<file path="config.mk">
export PLATFORM = sky130hd
export DESIGN_NAME = seq_mag_compare
export DESIGN_NICKNAME = d
export VERILOG_FILES = /design/src/rtl/seq_mag_compare_pkg.sv /design/src/rtl/seq_mag_compare_slice_cmp.sv /design/src/rtl/seq_mag_compare.sv
export SDC_FILE = /design/constraint.sdc
export NUM_CORES = 1
export LEC_CHECK = 0
export CORE_ASPECT_RATIO = 1.1
export CORE_MARGIN = 5
export CORE_UTILIZATION = 48
export CTS_CLUSTER_SIZE = 8
export DETAILED_ROUTE_END_ITERATION = 10
export GPL_TIMING_DRIVEN = 0
export PLACE_DENSITY = 0.76
export SETUP_SLACK_MARGIN = 0.3
export SLEW_MARGIN = 25
export SYNTH_ARGS = -nofsm -noshare
export SYNTH_HDL_FRONTEND = slang
export SYNTH_HIERARCHICAL = 1
export SYNTH_SLANG_ARGS = --single-unit
</file>
<file path="constraint.sdc">
create_clock -name clk -period 7.3 [get_ports clk]
set_input_delay 0.73 -clock clk [delete_from_list [all_inputs] [get_ports clk]]
set_output_delay 0.73 -clock clk [all_outputs]
set_load 0.1 [all_outputs]
</file>
<file path="src/rtl/seq_mag_compare_pkg.sv">
// rtl/seq_mag_compare_pkg.sv - shared types, defaults and sizing helpers for seq_mag_compare
//
// Purpose:
//   Types shared by the sequential magnitude comparator and its slice
//   comparator. The top-level FSM uses state_e. The combinational slice
//   comparator returns slice_res_e. The helper functions size the slice
//   count and the slice index counter from the W/SLICE parameters.
//
// Contents:
//   DEFAULT_W, DEFAULT_SLICE  default operand width and slice width
//   state_e                   {IDLE, CMP}
//   slice_res_e               {S_EQ, S_GT, S_LT}
//   num_slices(w, slice)      N = w / slice
//   idx_width(n)              ceil(log2(n)), minimum 1 bit

package seq_mag_compare_pkg;

    localparam int DEFAULT_W     = 16;
    localparam int DEFAULT_SLICE = 2;

    typedef enum logic {
        IDLE = 1'b0,
        CMP  = 1'b1
    } state_e;

    typedef enum logic [1:0] {
        S_EQ = 2'd0,
        S_GT = 2'd1,
        S_LT = 2'd2
    } slice_res_e;

    function automatic int num_slices(input int w, input int slice);
        return w / slice;
    endfunction

    // Width of a counter that can hold 0..n-1. The result is never below 1
    // bit, so a single-slice index still gets a real signal.
    function automatic int idx_width(input int n);
        int r;
        r = 0;
        while ((1 << r) < n) begin
            r = r + 1;
        end
        if (r == 0) begin
            r = 1;
        end
        return r;
    endfunction

endpackage

</file>
<file path="src/rtl/seq_mag_compare_slice_cmp.sv">
// rtl/seq_mag_compare_slice_cmp.sv - combinational unsigned compare of one operand slice
//
// Purpose:
//   Compares one SLICE-bit slice of operand A against the matching slice of
//   operand B as unsigned values. The top level instantiates this once and
//   steers the current slice into it with the slice index.
//
// Ports:
//   a_slice  in   SLICE  slice of operand A
//   b_slice  in   SLICE  slice of operand B
//   res      out  enum   S_EQ / S_GT / S_LT, unsigned relation of a_slice to b_slice

module seq_mag_compare_slice_cmp
    import seq_mag_compare_pkg::*;
#(
    parameter int SLICE = DEFAULT_SLICE
) (
    input  logic [SLICE-1:0] a_slice,
    input  logic [SLICE-1:0] b_slice,
    output slice_res_e       res
);

    always_comb begin
        res = S_EQ;
        if (a_slice > b_slice) begin
            res = S_GT;
        end else if (a_slice < b_slice) begin
            res = S_LT;
        end
    end

endmodule

</file>
<file path="src/rtl/seq_mag_compare.sv">
// rtl/seq_mag_compare.sv - multi-cycle MSB-first magnitude comparator with start/busy/done
//
// Purpose:
//   Compares two W-bit operands one SLICE-bit slice per cycle, starting at
//   the most significant slice. The compare stops on the first slice that
//   differs. Signed mode settles opposite-sign operands on the first slice
//   from the operand MSBs alone. All outputs are registered.
//
// Ports:
//   clk          in   1  rising-edge clock
//   reset        in   1  synchronous, active-high; aborts any compare and clears results
//   start        in   1  compare request, accepted only while busy = 0
//   signed_mode  in   1  1 = two's-complement, 0 = unsigned; sampled with start
//   a, b         in   W  operands; sampled with start
//   busy         out  1  compare in progress
//   done         out  1  one-cycle pulse when the result registers are loaded
//   agtb         out  1  a > b
//   aeqb         out  1  a == b
//   altb         out  1  a < b
//   ageb         out  1  a >= b (agtb | aeqb)

module seq_mag_compare
    import seq_mag_compare_pkg::*;
#(
    parameter int W     = DEFAULT_W,
    parameter int SLICE = DEFAULT_SLICE
) (
    input  logic         clk,
    input  logic         reset,
    input  logic         start,
    input  logic         signed_mode,
    input  logic [W-1:0] a,
    input  logic [W-1:0] b,
    output logic         busy,
    output logic         done,
    output logic         agtb,
    output logic         aeqb,
    output logic         altb,
    output logic         ageb
);

    localparam int N     = num_slices(W, SLICE);
    localparam int IDX_W = idx_width(N);

    localparam logic [IDX_W-1:0] IDX_MSB = IDX_W'(N - 1);

    generate
        if ((W % SLICE) != 0 || W < 2 * SLICE) begin : g_bad_params
            $error("seq_mag_compare: W must be a multiple of SLICE and at least 2*SLICE");
        end
    endgenerate

    // ------------------------------------------------------------------
    // State, operand, mode and result registers
    // ------------------------------------------------------------------
    state_e           state_q,  state_d;
    logic [IDX_W-1:0] idx_q,    idx_d;
    logic [W-1:0]     a_q,      a_d;
    logic [W-1:0]     b_q,      b_d;
    logic             signed_q, signed_d;
    logic             busy_q,   busy_d;
    logic             done_q,   done_d;
    logic             agtb_q,   agtb_d;
    logic             aeqb_q,   aeqb_d;
    logic             altb_q,   altb_d;
    logic             ageb_q,   ageb_d;

    // ------------------------------------------------------------------
    // Slice steering: split the latched operands into N slices, where
    // slice 0 is the least significant. The single comparator sees the
    // slice picked by idx_q.
    // ------------------------------------------------------------------
    logic [SLICE-1:0] a_slices [N];
    logic [SLICE-1:0] b_slices [N];

    for (genvar i = 0; i < N; i++) begin : g_slices
        assign a_slices[i] = a_q[i*SLICE +: SLICE];
        assign b_slices[i] = b_q[i*SLICE +: SLICE];
    end

    slice_res_e slice_res;

    seq_mag_compare_slice_cmp #(
        .SLICE (SLICE)
    ) u_slice_cmp (
        .a_slice (a_slices[idx_q]),
        .b_slice (b_slices[idx_q]),
        .res     (slice_res)
    );

    // In signed mode, operands whose sign bits differ are ordered by sign
    // alone. This only matters on the MSB slice. Operands with the same
    // sign compare correctly as unsigned values, MSB slice included.
    logic sign_split;
    assign sign_split = signed_q && (idx_q == IDX_MSB) && (a_q[W-1] != b_q[W-1]);

    // ------------------------------------------------------------------
    // Next-state logic
    // ------------------------------------------------------------------
    logic       decide;
    slice_res_e verdict;

    always_comb begin
        state_d  = state_q;
        idx_d    = idx_q;
        a_d      = a_q;
        b_d      = b_q;
        signed_d = signed_q;
        busy_d   = busy_q;
        done_d   = 1'b0;
        agtb_d   = agtb_q;
        aeqb_d   = aeqb_q;
        altb_d   = altb_q;
        ageb_d   = ageb_q;
        decide   = 1'b0;
        verdict  = S_EQ;

        case (state_q)
            IDLE: begin
                // The result registers keep their old values here. A new
                // start does not clear them; they change only when the new
                // compare reaches its decision.
                if (start) begin
                    a_d      = a;
                    b_d      = b;
                    signed_d = signed_mode;
                    idx_d    = IDX_MSB;
                    busy_d   = 1'b1;
                    state_d  = CMP;
                end
            end

            CMP: begin
                if (sign_split) begin
                    decide  = 1'b1;
                    verdict = a_q[W-1] ? S_LT : S_GT;
                end else if (slice_res != S_EQ) begin
                    decide  = 1'b1;
                    verdict = slice_res;
                end else if (idx_q == '0) begin
                    decide  = 1'b1;
                    verdict = S_EQ;
                end else begin
                    idx_d = idx_q - 1'b1;
                end
            end

            default: begin
                state_d = IDLE;
            end
        endcase

        // On the decision edge, busy drops and done pulses together. A start
        // can therefore be accepted in the same cycle that done is high.
        if (decide) begin
            state_d = IDLE;
            idx_d   = '0;
            busy_d  = 1'b0;
            done_d  = 1'b1;
            agtb_d  = (verdict == S_GT);
            aeqb_d  = (verdict == S_EQ);
            altb_d  = (verdict == S_LT);
            ageb_d  = (verdict != S_LT);
        end
    end

    // ------------------------------------------------------------------
    // Registers. Reset takes priority over start, and it also cancels a
    // compare in flight without a done pulse.
    // ------------------------------------------------------------------
    always_ff @(posedge clk) begin
        if (reset) begin
            state_q  <= IDLE;
            idx_q    <= '0;
            a_q      <= '0;
            b_q      <= '0;
            signed_q <= 1'b0;
            busy_q   <= 1'b0;
            done_q   <= 1'b0;
            agtb_q   <= 1'b0;
            aeqb_q   <= 1'b0;
            altb_q   <= 1'b0;
            ageb_q   <= 1'b0;
        end else begin
            state_q  <= state_d;
            idx_q    <= idx_d;
            a_q      <= a_d;
            b_q      <= b_d;
            signed_q <= signed_d;
            busy_q   <= busy_d;
            done_q   <= done_d;
            agtb_q   <= agtb_d;
            aeqb_q   <= aeqb_d;
            altb_q   <= altb_d;
            ageb_q   <= ageb_d;
        end
    end

    assign busy = busy_q;
    assign done = done_q;
    assign agtb = agtb_q;
    assign aeqb = aeqb_q;
    assign altb = altb_q;
    assign ageb = ageb_q;

endmodule

</file>
==> reports/results.txt <==
Pleak: 1.04 nW
DR iter-0 viols: 139
CP Capture Type: flip-flop
Synthesized net count: 277
GRT Resource Usage Total: 16.6%
Dpl hpwl: 3.43 mm
Via Count: 1789
Number of port buffers: 41
CTS root buf: clkbuf_8
Worst-Skew Late Latency: 0.29 ns
Row count: 25
Worst Hold Depth: 2
Commonest cells in the synthesized netlist: nand2_1, dfxtp_1, a21oi_1
Crit path required time: 7.50 ns
Status: completed
Vias per cell: 5.28
Setup Fix Bufs, Post-CTS: 0
Hold path start: a_q[13]
Pins over their slew limit: 0
Vias in the first global route: 1719
Core area: 4250 sq um
RSZ-0062 raised after global routing: no
CTS resizes: 0
Final nets: 325
Worst Skew: 0.00999 ns
Horiz. Die Dim: 72.9 um
Per-cell routed wire length: 13.8 um
Crit start category: flip-flop
Cell Area, Synth: 2090 sq um
Critical Path AT: 3.09 ns
Layout cell share with drive strength beyond 1: 8.77%
Distinct cells, synth: 39
Reg-to-Reg End: idx_q[1]
Fin. Hold Viols: 0
Synthesis-to-layout area growth: 27.6%
CTS sink count: 43
DRT antenna net count: 0
Clk slew on worst S/H paths: 0.08 ns
Setup TNS: 0 ns
Worst Hold Path EP: a_q[13]
PD cells: 248 nW/um^2
Max FO, Critical Path: 10
Mapped Cells: 236
Placed insts: 331
Syn avg cell area: 8.86 sq um
Top cells by area, synth: dfxtp_1, nand2_1, mux4_1
CTS tree: yes
Synth area leader: dfxtp_1
DIE AREA: 5780 sq um
Multi-input logic area: 1110 sq um
First-pass iteration count of the detailed router: 4
R2r setup slk: 4.41 ns
Top-Level Pins: 42
Ys flop type: dfxtp_1
Starting Density: 49.1%
Number of max-cap violations: 0
Hold crit path type: flip-flop to flip-flop
Fmax: 346 MHz
Tcrit/Tclk final: 39.6%
Period minus WS final: 2.89 ns
Dpl cell area: 2570 sq um
Worst VDD drop: 0.000153 V
Filler instances: 401
First-pass GRT wire length: 7.50 mm
Gr ovfl total: 0
GPL Wtd Cong: 0.904
Slew @ Worst Pin: 0.963 ns
Warnings from Yosys: 6
Ys async rst share: 0%
Share of Yosys cell area claimed by the top area cell type: 41.2%
Rel. slew slack: 35.6%
FF/Latch Area: 861 sq um
Setup Crit Path Kind: flip-flop to flip-flop
Count leader, synth: nand2_1
Post-synth EDFFs: 0
Finished Layout Cells: 339
Die Span Y: 79.2 um
# DRC: 0
DRT Wirelength: 4.67 mm
CTS Hold Buffers Added: 0
Initial antenna violation count: 0
Largest net degree at the start of global routing: 13
H-tree levels: 2
CTS max path bufs: 2
ANT cells: 0
Finish-stage setup viols: 0
Post-synthesis sequential area ratio: 41.2%
R2R depth: 10
CTS Buf Count: 5
Synth Register Bits: 43
R2R Path Start: idx_q[0]
Final instance area: 2670 sq um
-- placed cells by master, fill, tap and decap left out, drive strengths merged, types with 2 or more instances in the layout --
cell type,instances
a311oi,2
nand2b,4
dfxtp,43
a2111oi,2
mux4,8
o2111ai,4
clkbuf,15
nand2,68
nor2b,4
buf,11
mux2,4
a211oi,3
inv,5
nand4,2
clkdlybuf4s50,41
ha,5
o211ai,3
o21ai,4
nor2,5
a21oi,35
-- kinds of logic after synthesis --
group	count (synthesis)	synth area share, %
compound gates	59	17.5
xor+xnor	2	0.838
fa+ha+maj	5	2.99
buf+inv	23	5.51
flops	43	41.2
mux	12	12.2
simple gates	92	19.8
-- report_power, final --
group / total [mW] / switching [mW] / internal, mW
logic: 0.228 / 0.134 / 0.0940
clock network: 0.165 / 0.0782 / 0.0864
registers: 0.270 / 0.0128 / 0.257
total: 0.662 / 0.225 / 0.437
-- sequential cells by signal, indices dropped and copies added (netlist names) --
signal and cells:
state_q 1, done 1, a_q 16, agtb 1, altb 1, busy 1, b_q 16, idx_q 3
ageb 1, aeqb 1, signed_q 1
-- cell type report --
class	instances	area share [%]
multi-input cells	170	41.8
flip-flops and latches	43	32.3
repair buffers	41	15.4
clock buffers	8	3.75
plain buffers	18	3.61
well taps	54	2.53
inverters	5	0.703
-- stage by stage --
step	worst slack [ns]	hold slack (ns)	power (mW)	util, %
after floorplan	4.72	0.432	0.440	-
after global placement	4.50	0.438	0.497	60.4
after global routing	4.28	0.472	0.695	62.7
after detailed placement	4.48	0.442	0.501	60.4
after CTS	4.44	0.453	0.665	62.7
final	4.41	0.454	0.662	62.7
-- per-layer routing --
layer / track usage (%) / wire, um
met1: 19.9 / 2060
met2: 27.3 / 2210
met3: 4.05 / 257
met4: 8.30 / 140
met5: 0 / 0
-- worst max-delay path, cell delays in order, from the launching register on --
cell	delay, ns
dfxtp_1	0.41
buf_6	0.18
mux4_1	0.57
mux2_2	0.28
inv_1	0.06
ha_1	0.25
nor2b_4	0.14
a2bb2oi_2	0.15
nor2_1	0.28
o2111ai_1	0.17
a211oi_1	0.30
-- worst max-delay path by stage --
stage,startpoint,endpoint,slack (ns),cells past startpoint
2_1_floorplan,idx_q[0],ageb,4.72,10
3_3_place_gp,idx_q[0],ageb,4.50,10
3_5_place_dp,idx_q[0],ageb,4.48,10
4_1_cts,idx_q[0],idx_q[1],4.44,10
5_1_grt,idx_q[1],agtb,4.28,9
6_report,idx_q[0],idx_q[1],4.41,10
Power figures use the tool's default switching activity.
